File: config.mk
export PLATFORM = sky130hd
export DESIGN_NAME = benes_route_sequencer
export DESIGN_NICKNAME = d
export VERILOG_FILES = /design/src/rtl/benes_route_sequencer_pkg.sv /design/src/rtl/benes_route_sequencer_chan_ctrl.sv /design/src/rtl/benes_route_sequencer.sv
export SDC_FILE = /design/constraint.sdc
export NUM_CORES = 1
export LEC_CHECK = 0
export CORE_ASPECT_RATIO = 0.5
export CORE_MARGIN = 3
export CORE_UTILIZATION = 45
export CTS_CLUSTER_SIZE = 25
export DETAILED_ROUTE_END_ITERATION = 7
export GPL_TIMING_DRIVEN = 0
export SETUP_SLACK_MARGIN = 0.3
export SLEW_MARGIN = 20
export SYNTH_ARGS = -nofsm -noshare
export SYNTH_HDL_FRONTEND = slang
export SYNTH_SLANG_ARGS = --single-unit
export TNS_END_PERCENT = 10
File: constraint.sdc
create_clock -name clk -period 7 [get_ports clk]
set_clock_uncertainty 0.2 [all_clocks]
set_input_delay 1.4 -clock clk [delete_from_list [all_inputs] [get_ports clk]]
set_output_delay 1.4 -clock clk [all_outputs]
set_load 0.03 [all_outputs]
File: src/rtl/benes_route_sequencer_pkg.sv
// Shared types for the Benes route sequencer: switch-configuration word and channel FSM states.
package benes_route_sequencer_pkg;

  localparam int unsigned STAGE_NUM  = 7;
  localparam int unsigned SWITCH_NUM = 8;

  typedef logic [STAGE_NUM-1:0][SWITCH_NUM-1:0] benes_cfg_t;

  typedef enum logic [2:0] {
    StIdle,
    StArb,
    StLoad,
    StStream,
    StDrain
  } chan_state_e;

endpackage

File: src/rtl/benes_route_sequencer_chan_ctrl.sv
// Per-direction transfer controller: FSM, beat counter, write-enable delay line and select register.
// Optional performance counters are built only when BENES_SEQ_PERF_EN is defined.
module benes_chan_ctrl
  import benes_route_sequencer_pkg::*;
#(
  parameter int unsigned RidW    = 4,
  parameter int unsigned LenW    = 8,
  parameter int unsigned PipeLat = 7
) (
  input  logic            clk_i,
  input  logic            rst_ni,
  input  logic            req_valid_i,
  output logic            req_ready_o,
  input  logic [RidW-1:0] route_id_i,
  input  logic [LenW-1:0] len_i,
  output logic [RidW-1:0] route_id_o,
  output logic            arb_req_o,
  input  logic            arb_gnt_i,
  input  benes_cfg_t      cfg_i,
  output logic            src_rd_o,
  output logic            dst_wren_o,
  output logic            done_o,
  output benes_cfg_t      sel_o,
  output logic [31:0]     perf_beats_o,
  output logic [31:0]     perf_stall_o
);

  // Pattern of the delay line when the final beat is leaving it.
  localparam logic [PipeLat-1:0] WrenLast = PipeLat'(1) << (PipeLat - 1);

  chan_state_e        state_q;
  logic               ready_q;
  logic               src_rd_q;
  logic               done_q;
  logic [RidW-1:0]    rid_q;
  logic [LenW-1:0]    cnt_q;
  benes_cfg_t         sel_q;
  logic [PipeLat-1:0] wren_q;

  always_ff @(posedge clk_i or negedge rst_ni) begin
    if (!rst_ni) begin
      state_q  <= StIdle;
      ready_q  <= 1'b1;
      src_rd_q <= 1'b0;
      done_q   <= 1'b0;
      rid_q    <= '0;
      cnt_q    <= '0;
      sel_q    <= '0;
    end else begin
      done_q <= 1'b0;
      unique case (state_q)
        StIdle: begin
          if (req_valid_i && ready_q) begin
            rid_q   <= route_id_i;
            cnt_q   <= len_i;
            ready_q <= 1'b0;
            state_q <= StArb;
          end
        end
        StArb: begin
          if (arb_gnt_i) state_q <= StLoad;
        end
        StLoad: begin
          sel_q <= cfg_i;
          if (cnt_q == '0) begin
            done_q  <= 1'b1;
            state_q <= StDrain;
          end else begin
            src_rd_q <= 1'b1;
            state_q  <= StStream;
          end
        end
        StStream: begin
          cnt_q <= cnt_q - LenW'(1);
          if (cnt_q == LenW'(1)) begin
            src_rd_q <= 1'b0;
            state_q  <= StDrain;
          end
        end
        StDrain: begin
          // Done is raised while still in DRAIN so the next accept follows it.
          if (done_q) begin
            ready_q <= 1'b1;
            state_q <= StIdle;
          end else if (wren_q == WrenLast) begin
            done_q <= 1'b1;
          end
        end
        default: state_q <= StIdle;
      endcase
    end
  end

  always_ff @(posedge clk_i or negedge rst_ni) begin
    if (!rst_ni) begin
      wren_q <= '0;
    end else begin
      wren_q <= (wren_q << 1) | PipeLat'(src_rd_q);
    end
  end

  assign req_ready_o = ready_q;
  assign route_id_o  = rid_q;
  assign arb_req_o   = (state_q == StArb);
  assign src_rd_o    = src_rd_q;
  assign dst_wren_o  = wren_q[PipeLat-1];
  assign done_o      = done_q;
  assign sel_o       = sel_q;

`ifdef BENES_SEQ_PERF_EN
  logic [31:0] beats_q;
  logic [31:0] stall_q;

  always_ff @(posedge clk_i or negedge rst_ni) begin
    if (!rst_ni) begin
      beats_q <= '0;
      stall_q <= '0;
    end else begin
      if (wren_q[PipeLat-1]) beats_q <= beats_q + 32'd1;
      if ((state_q == StArb) && !arb_gnt_i) stall_q <= stall_q + 32'd1;
    end
  end

  assign perf_beats_o = beats_q;
  assign perf_stall_o = stall_q;
`else
  assign perf_beats_o = '0;
  assign perf_stall_o = '0;
`endif

endmodule

File: src/rtl/benes_route_sequencer.sv
// Sequences the R2M and M2R Benes networks from a shared switch-configuration table.
// Define BENES_SEQ_PERF_EN to build the per-channel beat/stall counters.
module benes_route_sequencer
  import benes_route_sequencer_pkg::*;
#(
  parameter int unsigned ROUTE_NUM = 16,
  parameter int unsigned LEN_W     = 8,
  parameter int unsigned PIPE_LAT  = 7,
  localparam int unsigned RID_W    = $clog2(ROUTE_NUM)
) (
  input  logic             clk,
  input  logic             rst_n,
  input  logic             i_cfg_wr_en,
  input  logic [RID_W-1:0] i_cfg_wr_addr,
  input  benes_cfg_t       i_cfg_wr_data,
  input  logic             i_r2m_req_valid,
  output logic             o_r2m_req_ready,
  input  logic [RID_W-1:0] i_r2m_route_id,
  input  logic [LEN_W-1:0] i_r2m_len,
  output logic             o_r2m_src_rd,
  output logic             o_r2m_dst_wren,
  output logic             o_r2m_done,
  input  logic             i_m2r_req_valid,
  output logic             o_m2r_req_ready,
  input  logic [RID_W-1:0] i_m2r_route_id,
  input  logic [LEN_W-1:0] i_m2r_len,
  output logic             o_m2r_src_rd,
  output logic             o_m2r_dst_wren,
  output logic             o_m2r_done,
  output benes_cfg_t       o_module_select,
  output benes_cfg_t       o_slot_select,
  output logic [31:0]      o_r2m_perf_beats,
  output logic [31:0]      o_r2m_perf_stall,
  output logic [31:0]      o_m2r_perf_beats,
  output logic [31:0]      o_m2r_perf_stall
);

  benes_cfg_t       cfg_mem [ROUTE_NUM];
  benes_cfg_t       rd_data_q;
  logic             rr_q;  // 0: r2m wins a tie, 1: m2r wins a tie
  logic             r2m_arb_req, m2r_arb_req;
  logic             r2m_gnt, m2r_gnt;
  logic [RID_W-1:0] r2m_rid, m2r_rid;
  logic [RID_W-1:0] rd_addr;

  always_comb begin
    r2m_gnt = r2m_arb_req && (!m2r_arb_req || !rr_q);
    m2r_gnt = m2r_arb_req && (!r2m_arb_req || rr_q);
    rd_addr = r2m_gnt ? r2m_rid : m2r_rid;
  end

  // Table is deliberately not reset; a read colliding with a write sees the old entry.
  always_ff @(posedge clk) begin
    if (i_cfg_wr_en) cfg_mem[i_cfg_wr_addr] <= i_cfg_wr_data;
  end

  always_ff @(posedge clk or negedge rst_n) begin
    if (!rst_n) begin
      rr_q      <= 1'b0;
      rd_data_q <= '0;
    end else begin
      if (r2m_gnt || m2r_gnt) rd_data_q <= cfg_mem[rd_addr];
      if (r2m_gnt) begin
        rr_q <= 1'b1;
      end else if (m2r_gnt) begin
        rr_q <= 1'b0;
      end
    end
  end

  benes_chan_ctrl #(
    .RidW   (RID_W),
    .LenW   (LEN_W),
    .PipeLat(PIPE_LAT)
  ) u_r2m (
    .clk_i       (clk),
    .rst_ni      (rst_n),
    .req_valid_i (i_r2m_req_valid),
    .req_ready_o (o_r2m_req_ready),
    .route_id_i  (i_r2m_route_id),
    .len_i       (i_r2m_len),
    .route_id_o  (r2m_rid),
    .arb_req_o   (r2m_arb_req),
    .arb_gnt_i   (r2m_gnt),
    .cfg_i       (rd_data_q),
    .src_rd_o    (o_r2m_src_rd),
    .dst_wren_o  (o_r2m_dst_wren),
    .done_o      (o_r2m_done),
    .sel_o       (o_module_select),
    .perf_beats_o(o_r2m_perf_beats),
    .perf_stall_o(o_r2m_perf_stall)
  );

  benes_chan_ctrl #(
    .RidW   (RID_W),
    .LenW   (LEN_W),
    .PipeLat(PIPE_LAT)
  ) u_m2r (
    .clk_i       (clk),
    .rst_ni      (rst_n),
    .req_valid_i (i_m2r_req_valid),
    .req_ready_o (o_m2r_req_ready),
    .route_id_i  (i_m2r_route_id),
    .len_i       (i_m2r_len),
    .route_id_o  (m2r_rid),
    .arb_req_o   (m2r_arb_req),
    .arb_gnt_i   (m2r_gnt),
    .cfg_i       (rd_data_q),
    .src_rd_o    (o_m2r_src_rd),
    .dst_wren_o  (o_m2r_dst_wren),
    .done_o      (o_m2r_done),
    .sel_o       (o_slot_select),
    .perf_beats_o(o_m2r_perf_beats),
    .perf_stall_o(o_m2r_perf_stall)
  );

endmodule

==> summary.txt, run 1 <==
Status
  – Status: completed

Place
  – Dpl cell area: roughly 53000 um^2
  – Hpwl dp: 103000 um
  – PortBufs: 208
  – RePlAce Congestion: 0.864

Drt
  – Vias per Instance: 6.05
  – Antenna-violating nets left: 0
  – Detailed Route Iter0 Violations: 3775
  – 1st-pass router iterations: 5
  – Post-Route WL: 146000 um
  – Vias: approximately 32000
  – WL/cell: 28.0 um
  – Drt drc: 0

Yosys
  – Fraction of registers with async set/reset: 19.6%
  – Synth area leaders: edfxtp_1, dfrtp_1, a211oi_1
  – Top cells by count, synth: edfxtp_1, a211oi_1, nand2_1
  – Syn_area_per_cell: 14.6 um^2
  – Area share of the largest cell type after synthesis: 57.3%
  – Syn. warnings: 0
  – Synth Instances: 3216
  – Combinational family with the most area after synthesis: compound AO/OA/AOI/OAI gates
  – Register area share after synthesis: 69.0%
  – Mux contribution to synthesized area: 6.39%
  – Top_reg_cell synth: edfxtp_1
  – Simple-Gate Fraction of Synth Area: between 3 and 4%
  – Synthesis-stage register bit count: 1115
  – Synth Area in Compound Gates: 15.6%
  – Adder-cell share of the synthesized area: less than 1%
  – Synth area leader: edfxtp_1
  – Post-synthesis cell area: 46900 um^2
  – Post-Synth XOR/XNOR Area: 0%
  – Post-synth EDFFs: 896
  – Most common cell in the netlist: edfxtp_1
  – Synth unique cells: 59

Min path
  – Hold Crit Endpoint: u_m2r.wren_q[5]
  – Worst hold path type: reg2reg
  – Worst hold stages: 0
  – Hold Crit Start: u_m2r.wren_q[4]

Clock network
  – # hold bufs at CTS: 0
  – CTS tree: built
  – Clk_lat worst skew: just over 0.7 ns
  – CTS Sinks: 1115
  – Root Buffer: clkbuf_16
  – CTS Buf Count: 99
  – CTS max path bufs: 3
  – CTS resizes: 0
  – H-tree level count: 3
  – Setup Buffers After CTS: 0
  – Worst-path clk slew: 0.07 ns

Pwr
  – Peak VDD IR: between 0.00015 and 0.0002 V
  – PD cells: 240 nW/um^2
  – Tot Pwr: 13.4 mW
  – Leak: approximately 21 nW

Global routing
  – First-pass GRT wire length: 211000 um
  – Antenna violations before repair: 9
  – Largest net degree at the start of global routing: 87
  – Total track usage: 26.4%
  – Vias in the first global route: 30664
  – Total gr overflow: 0

Final layout
  – Fillers: 8435
  – Fraction of layout cells with a size suffix above 1: between 15 and 20%
  – Final #Nets: 3819
  – Area grow syn2layout: 19.1%
  – Design Area, Final: 55900 um^2

Die
  – Placeable core area: between 100000 and 150000 um^2
  – Die ar.: about 110000 um^2
  – Die X: 463 um
  – Ports: 337
  – Die Ht: 234 um
  – Num rows: 83
  – Initial Util: between 40% and 50%

STA
  – Fmax: ~220 MHz
  – Final count of hold timing violations: 0
  – WHS: 0.178 ns
  – Max Slew Vio Count: 0
  – Slew @ Worst Pin: ~1.2 ns
  – Period minus WS final: 4.56 ns
  – RSZ-0062 raised after global routing: no
  – Final worst path period share: 65.1%
  – Slew HR: 17.2%
  – # setup viols final: 0

Critical path
  – Crit start category: flop
  – CP arrival: 4.94 ns
  – CP Max Fanout: 10
  – Worst Path Required: 7.38 ns
  – Slowest-stage cell, CP: clkbuf_1
  – Crit. End Element: flop
  – Crit path largest cell delay: approximately 0.95 ns
  – FF-to-FF path depth: 9
  – Worst path cell trace: buf_2 > or3b_1 > buf_2 > o21ai_4 > a211o_1 > clkbuf_1 > clkbuf_1 > a221oi_1 > a211o_1
  – Reg-to-Reg Start: u_m2r.state_q[1]
  – Setup slack, reg-to-reg: between 2 and 2.5 ns
  – R2r endpoint: rd_data_q[29]
  – Critical path class: reg2reg

Job
  – Max Cap Violations: 0
-- cell type report --
cell class | instances | area, um^2 | area share (%)
Antenna cell | 6 | 15.0 | 0.0269
Buffer | 399 | 2120 | 3.80
Clock buffer | 138 | 2820 | 5.04
Clock inverter | 50 | 527 | 0.942
Inverter | 63 | 236 | 0.423
Multi-Input combinational cell | 1766 | 12800 | 22.9
Sequential cell | 1115 | 32400 | 57.9
Tap cell | 1402 | 1750 | 3.14
Timing Repair Buffer | 280 | 3250 | 5.81
-- power by group --
part,leakage (nW),switching [mW],internal [mW]
combinational,8.62,0.288,0.137
sequential,11.1,0.0270,7.28
clock,1.64,2.51,3.19
-- layer usage --
layer  share of wire [%]  global-route usage, %  vias to the layer above
li1                    -                      -                    13506
met1                  42                   37.0                    16089
met2                  45                   41.0                     1677
met3                 9.6                   5.99                      296
met4                 3.2                   8.34                        0
met5                   0                      0                        -
-- cells by family after synthesis --
group / after synthesis
flops: 1115
compound gates: 930
buf+inv: 462
simple gates: 417
mux: 285
fa+ha+maj: 6
other cells: 1
-- per-stage QoR --
step / setup slack, ns / setup TNS, ns / util [%] / instances
after floorplan: 0.533 / 0 / - / 3343
after global placement: -6.25 / -2735.95 / 49.8 / 4953
after detailed placement: 2.52 / 0 / 51.0 / 5025
after CTS: 2.57 / 0 / 54.3 / 5213
after global routing: 2.38 / 0 / 54.3 / 5215
final: 2.44 / 0 / 54.3 / 5219
-- worst max-delay path: cells and delay by family (launching register included) --
family / cells / cell delay (ns)
flip-flops: 1 / 0.35
AO/OA/AOI/OAI: 4 / 1.35
AND/OR/NAND/NOR: 1 / 0.37
buffers and inverters: 4 / 2.13
-- cell usage in the layout (no fill, tap or decap), drive strengths merged, types with 19 or more instances in the layout --
| cell | Yosys | routed |
|---|---|---|
| edfxtp | 896 | 896 |
| a211oi | 347 | 347 |
| clkbuf | 168 | 306 |
| buf | 231 | 304 |
| nand2 | 281 | 281 |
| dfrtp | 217 | 217 |
| clkdlybuf4s50 | 0 | 207 |
| mux2i | 170 | 170 |
| o211a | 128 | 128 |
| conb | 1 | 128 |
| o21ai | 122 | 122 |
| mux2 | 115 | 115 |
| a311oi | 75 | 75 |
| inv | 62 | 65 |
| nor2 | 47 | 47 |
| a211o | 43 | 43 |
| a31oi | 42 | 42 |
| a221oi | 41 | 41 |
| a32o | 41 | 41 |
| clkinv | 1 | 35 |
| a21oi | 23 | 23 |
| a2111oi | 19 | 19 |
-- sequential cells by signal, indices dropped and copies added, names as in the netlist, 4 cells and up --
register and cells:
u_m2r.route_id_o 4, u_r2m.cnt_q 8, u_r2m.sel_o 56, u_m2r.cnt_q 8, u_r2m.wren_q 7, u_m2r.sel_o 56
u_m2r.wren_q 7, u_r2m.route_id_o 4, rd_data_q 56, cfg_mem 896
-- worst max path at each step --
stage | startpoint | endpoint | depth (start not counted)
2_1_floorplan | i_cfg_wr_addr[2] | cfg_mem[0][0] | 2
3_5_place_dp | i_cfg_wr_en | cfg_mem[0][17] | 7
4_1_cts | u_m2r.state_q[1] | rd_data_q[27] | 9
6_report | u_m2r.state_q[1] | rd_data_q[29] | 9
3_3_place_gp | rst_n | u_r2m.sel_o[20] | 1
5_1_grt | u_m2r.state_q[1] | rd_data_q[29] | 9
Power figures use the tool's default switching activity.
==> run 2, diff against run 1 <==
==> constraint.sdc (replaced) <==
create_clock -name clk -period 4.5 [get_ports clk]
set_clock_uncertainty 0.2 [all_clocks]
set_input_delay 0.9 -clock clk [delete_from_list [all_inputs] [get_ports clk]]
set_output_delay 0.9 -clock clk [all_outputs]
set_load 0.03 [all_outputs]
==> summary.txt, run 2 (same netlist as run 1, synthesis figures left out) <==
Status
  – Status: completed

STA
  – # setup viols final: 0 (unchanged)
  – Fmax: 237 MHz (+7.9%)
  – Period minus WS final: 4.22 ns (-0.333 ns)
  – Max Slew Vio Count: 0 (unchanged)
  – Slew @ Worst Pin: 1.19 ns (-0.0498 ns)
  – Slew HR: 20.5% (+3.3 points)
  – Sum Neg Setup Slack: 0 ns (unchanged)
  – Final worst path period share: 93.9% (+29 points)
  – Final count of hold timing violations: 0 (unchanged)
  – WHS: 0.180 ns (+0.00186 ns)
  – RSZ-0062 raised after global routing: yes

Drt
  – WL/cell: 27.8 um (-0.79%)
  – Vias per Instance: 6.01 (-0.57%)
  – Detailed Route Iter0 Violations: 3756 (-0.50%)
  – Met1 wire length: 61100 um (-1.1%)
  – DR top layer: met5
  – WL met3: 13800 um (-2.1%)
  – Drt drc: 0 (unchanged)
  – Met2 WL: 65000 um (-1.0%)
  – Antenna-violating nets left: 0 (unchanged)
  – Vias: 31315 (-0.80%)
  – Post-Route WL: 145000 um (-1.0%)
  – 1st-pass router iterations: 8 (+3)

Critical path
  – Worst path cell trace: buf_2 > or3b_1 > buf_2 > a21oi_4 > mux2i_2 > or3_1 > clkbuf_1 > buf_2 > a311oi_1 > or4_1
  – Slowest-stage cell, CP: mux2i_2
  – Most frequent CP cell: buf_2
  – CP arrival: 4.59 ns (-0.35 ns)
  – CP Max Fanout: 10 (unchanged)
  – Worst Path Required: 4.86 ns (-2.52 ns)
  – Critical path class: reg2reg
  – Crit start category: flop
  – Crit. End Element: flop
  – Crit path largest cell delay: 0.77 ns (-0.18 ns)

Place
  – Dpl cell area: 52500 um^2 (about the same)
  – Hpwl dp: 103000 um (about the same)
  – PortBufs: 208 (unchanged)
  – RePlAce Congestion: 0.865 (+0.19%)

Die
  – Die ar.: 108000 um^2 (unchanged)
  – Initial Util: 45.6% (unchanged)
  – Die Ht: 234 um (unchanged)
  – Die X: 463 um (unchanged)
  – Num rows: 83 (unchanged)
  – Placeable core area: 103000 um^2 (unchanged)
  – Ports: 337 (unchanged)

Clock network
  – Worst-path clk slew: 0.07 ns (about the same)
  – CTS max path bufs: 3 (unchanged)
  – CTS Buf Count: 100 (+1.0%)
  – Root Buffer: clkbuf_16
  – CTS Sinks: 1115 (unchanged)
  – Clk_lat worst skew: 0.71 ns (about the same)
  – H-tree level count: 3 (unchanged)
  – CTS tree: built

Global routing
  – Vias in the first global route: 30145 (-1.7%)
  – First-pass GRT wire length: 209000 um (-0.99%)
  – Total gr overflow: 0 (unchanged)
  – Largest net degree at the start of global routing: 82 (-5.7%)
  – Total track usage: 26.1% (-0.26 points)
  – Antenna violations before repair: 12 (+3)

Final layout
  – Area grow syn2layout: 19.1% (about the same)
  – Commonest non-fill, non-tap cell in the layout: edfxtp_1
  – Final #Nets: 3811 (-0.21%)
  – Reg with most FFs: cfg_mem
  – Design Area, Final: 55900 um^2 (about the same)
  – Post-layout util: 54.3% (about the same)
  – Most frequent cells in the layout: edfxtp_1, a211oi_1, nand2_1
  – Fraction of layout cells with a size suffix above 1: 15.6% (+0.071 points)
  – Area occupied by multi-input gates: 12800 um^2 (+0.21%)
  – Max FFs per register: 896 (unchanged)
  – Reg area: 32400 um^2 (unchanged)
  – Fillers: 8433 (-0.024%)

Job
  – Max Cap Violations: 0 (unchanged)

Pwr
  – Leak: 21.4 nW (-0.12%)
  – PD cells: 373 nW/um^2 (+55%)
  – Peak VDD IR: 0.000327 V (+93%)

Min path
  – Worst hold path type: reg2reg
-- run 2: stage by stage --
stage / cells / setup WS, ns / total power, mW
floorplan: 3343 / -1.16 / 11.9
global placement: 4953 / -8.03 / 12.2
detailed placement: 5014 / 0.154 / 12.2
CTS: 5201 / 0.268 / 20.9
global route: 5205 / 0.252 / 21.4
finish: 5207 / 0.277 / 20.9
-- run 2: worst paths after layout --
path	from	end	slack [ns]	cells after the start
worst max-delay path	u_r2m.state_q[1]	rd_data_q[19]	0.28	10
worst min-delay path	u_m2r.wren_q[4]	u_m2r.wren_q[5]	0.18	0
worst max register to register	u_r2m.state_q[1]	rd_data_q[19]	0.28	10
worst min register to register	u_m2r.wren_q[4]	u_m2r.wren_q[5]	0.18	0
max in group asynchronous	rst_n	u_m2r.sel_o[21]	2.63	3
min in group asynchronous	rst_n	u_r2m.sel_o[47]	0.55	2
-- run 2: where the power goes --
part           switching, mW  internal [mW]  total [mW]
sequential            0.0411           11.3        11.4
clock                   3.92           4.92        8.84
combinational          0.446          0.212       0.658
-- run 2: area by class of cell --
class                      instances  area share, %
antenna                            5         0.0224
buffer                           399           3.82
clock buffer                     143           5.08
clock inverter                    43          0.862
inverter                          63          0.423
multi-input combinational       1766           23.0
sequential                      1115           58.0
tap                             1402           3.14
timing repair buffer             271           5.75
-- run 2: worst max-delay path, delay by kind of cell, from the launching register on --
kind	cells	cell delay (ns)
buffers and inverters	4	1.16
AND/OR/NAND/NOR	3	1.06
multiplexers	1	0.77
AO/OA/AOI/OAI	2	0.55
flip-flops	1	0.36
-- run 2: what timing repair did --
action                                  4_1_cts  5_1_grt
endpoints found under the hold margin        58        0
endpoints found under the setup margin       32       39
resized for setup                             4        7
buffers inserted                              0        1
hold buffers                                  1        0
pin swaps                                     0        1
-- run 2: layer usage --
metal | vias up | global-route usage (%)
met2 | 1607 | 39.9
met4 | 4 | 9.01
met3 | 261 | 6.23
met1 | 15945 | 36.8
li1 | 13498 | -
met5 | - | 0
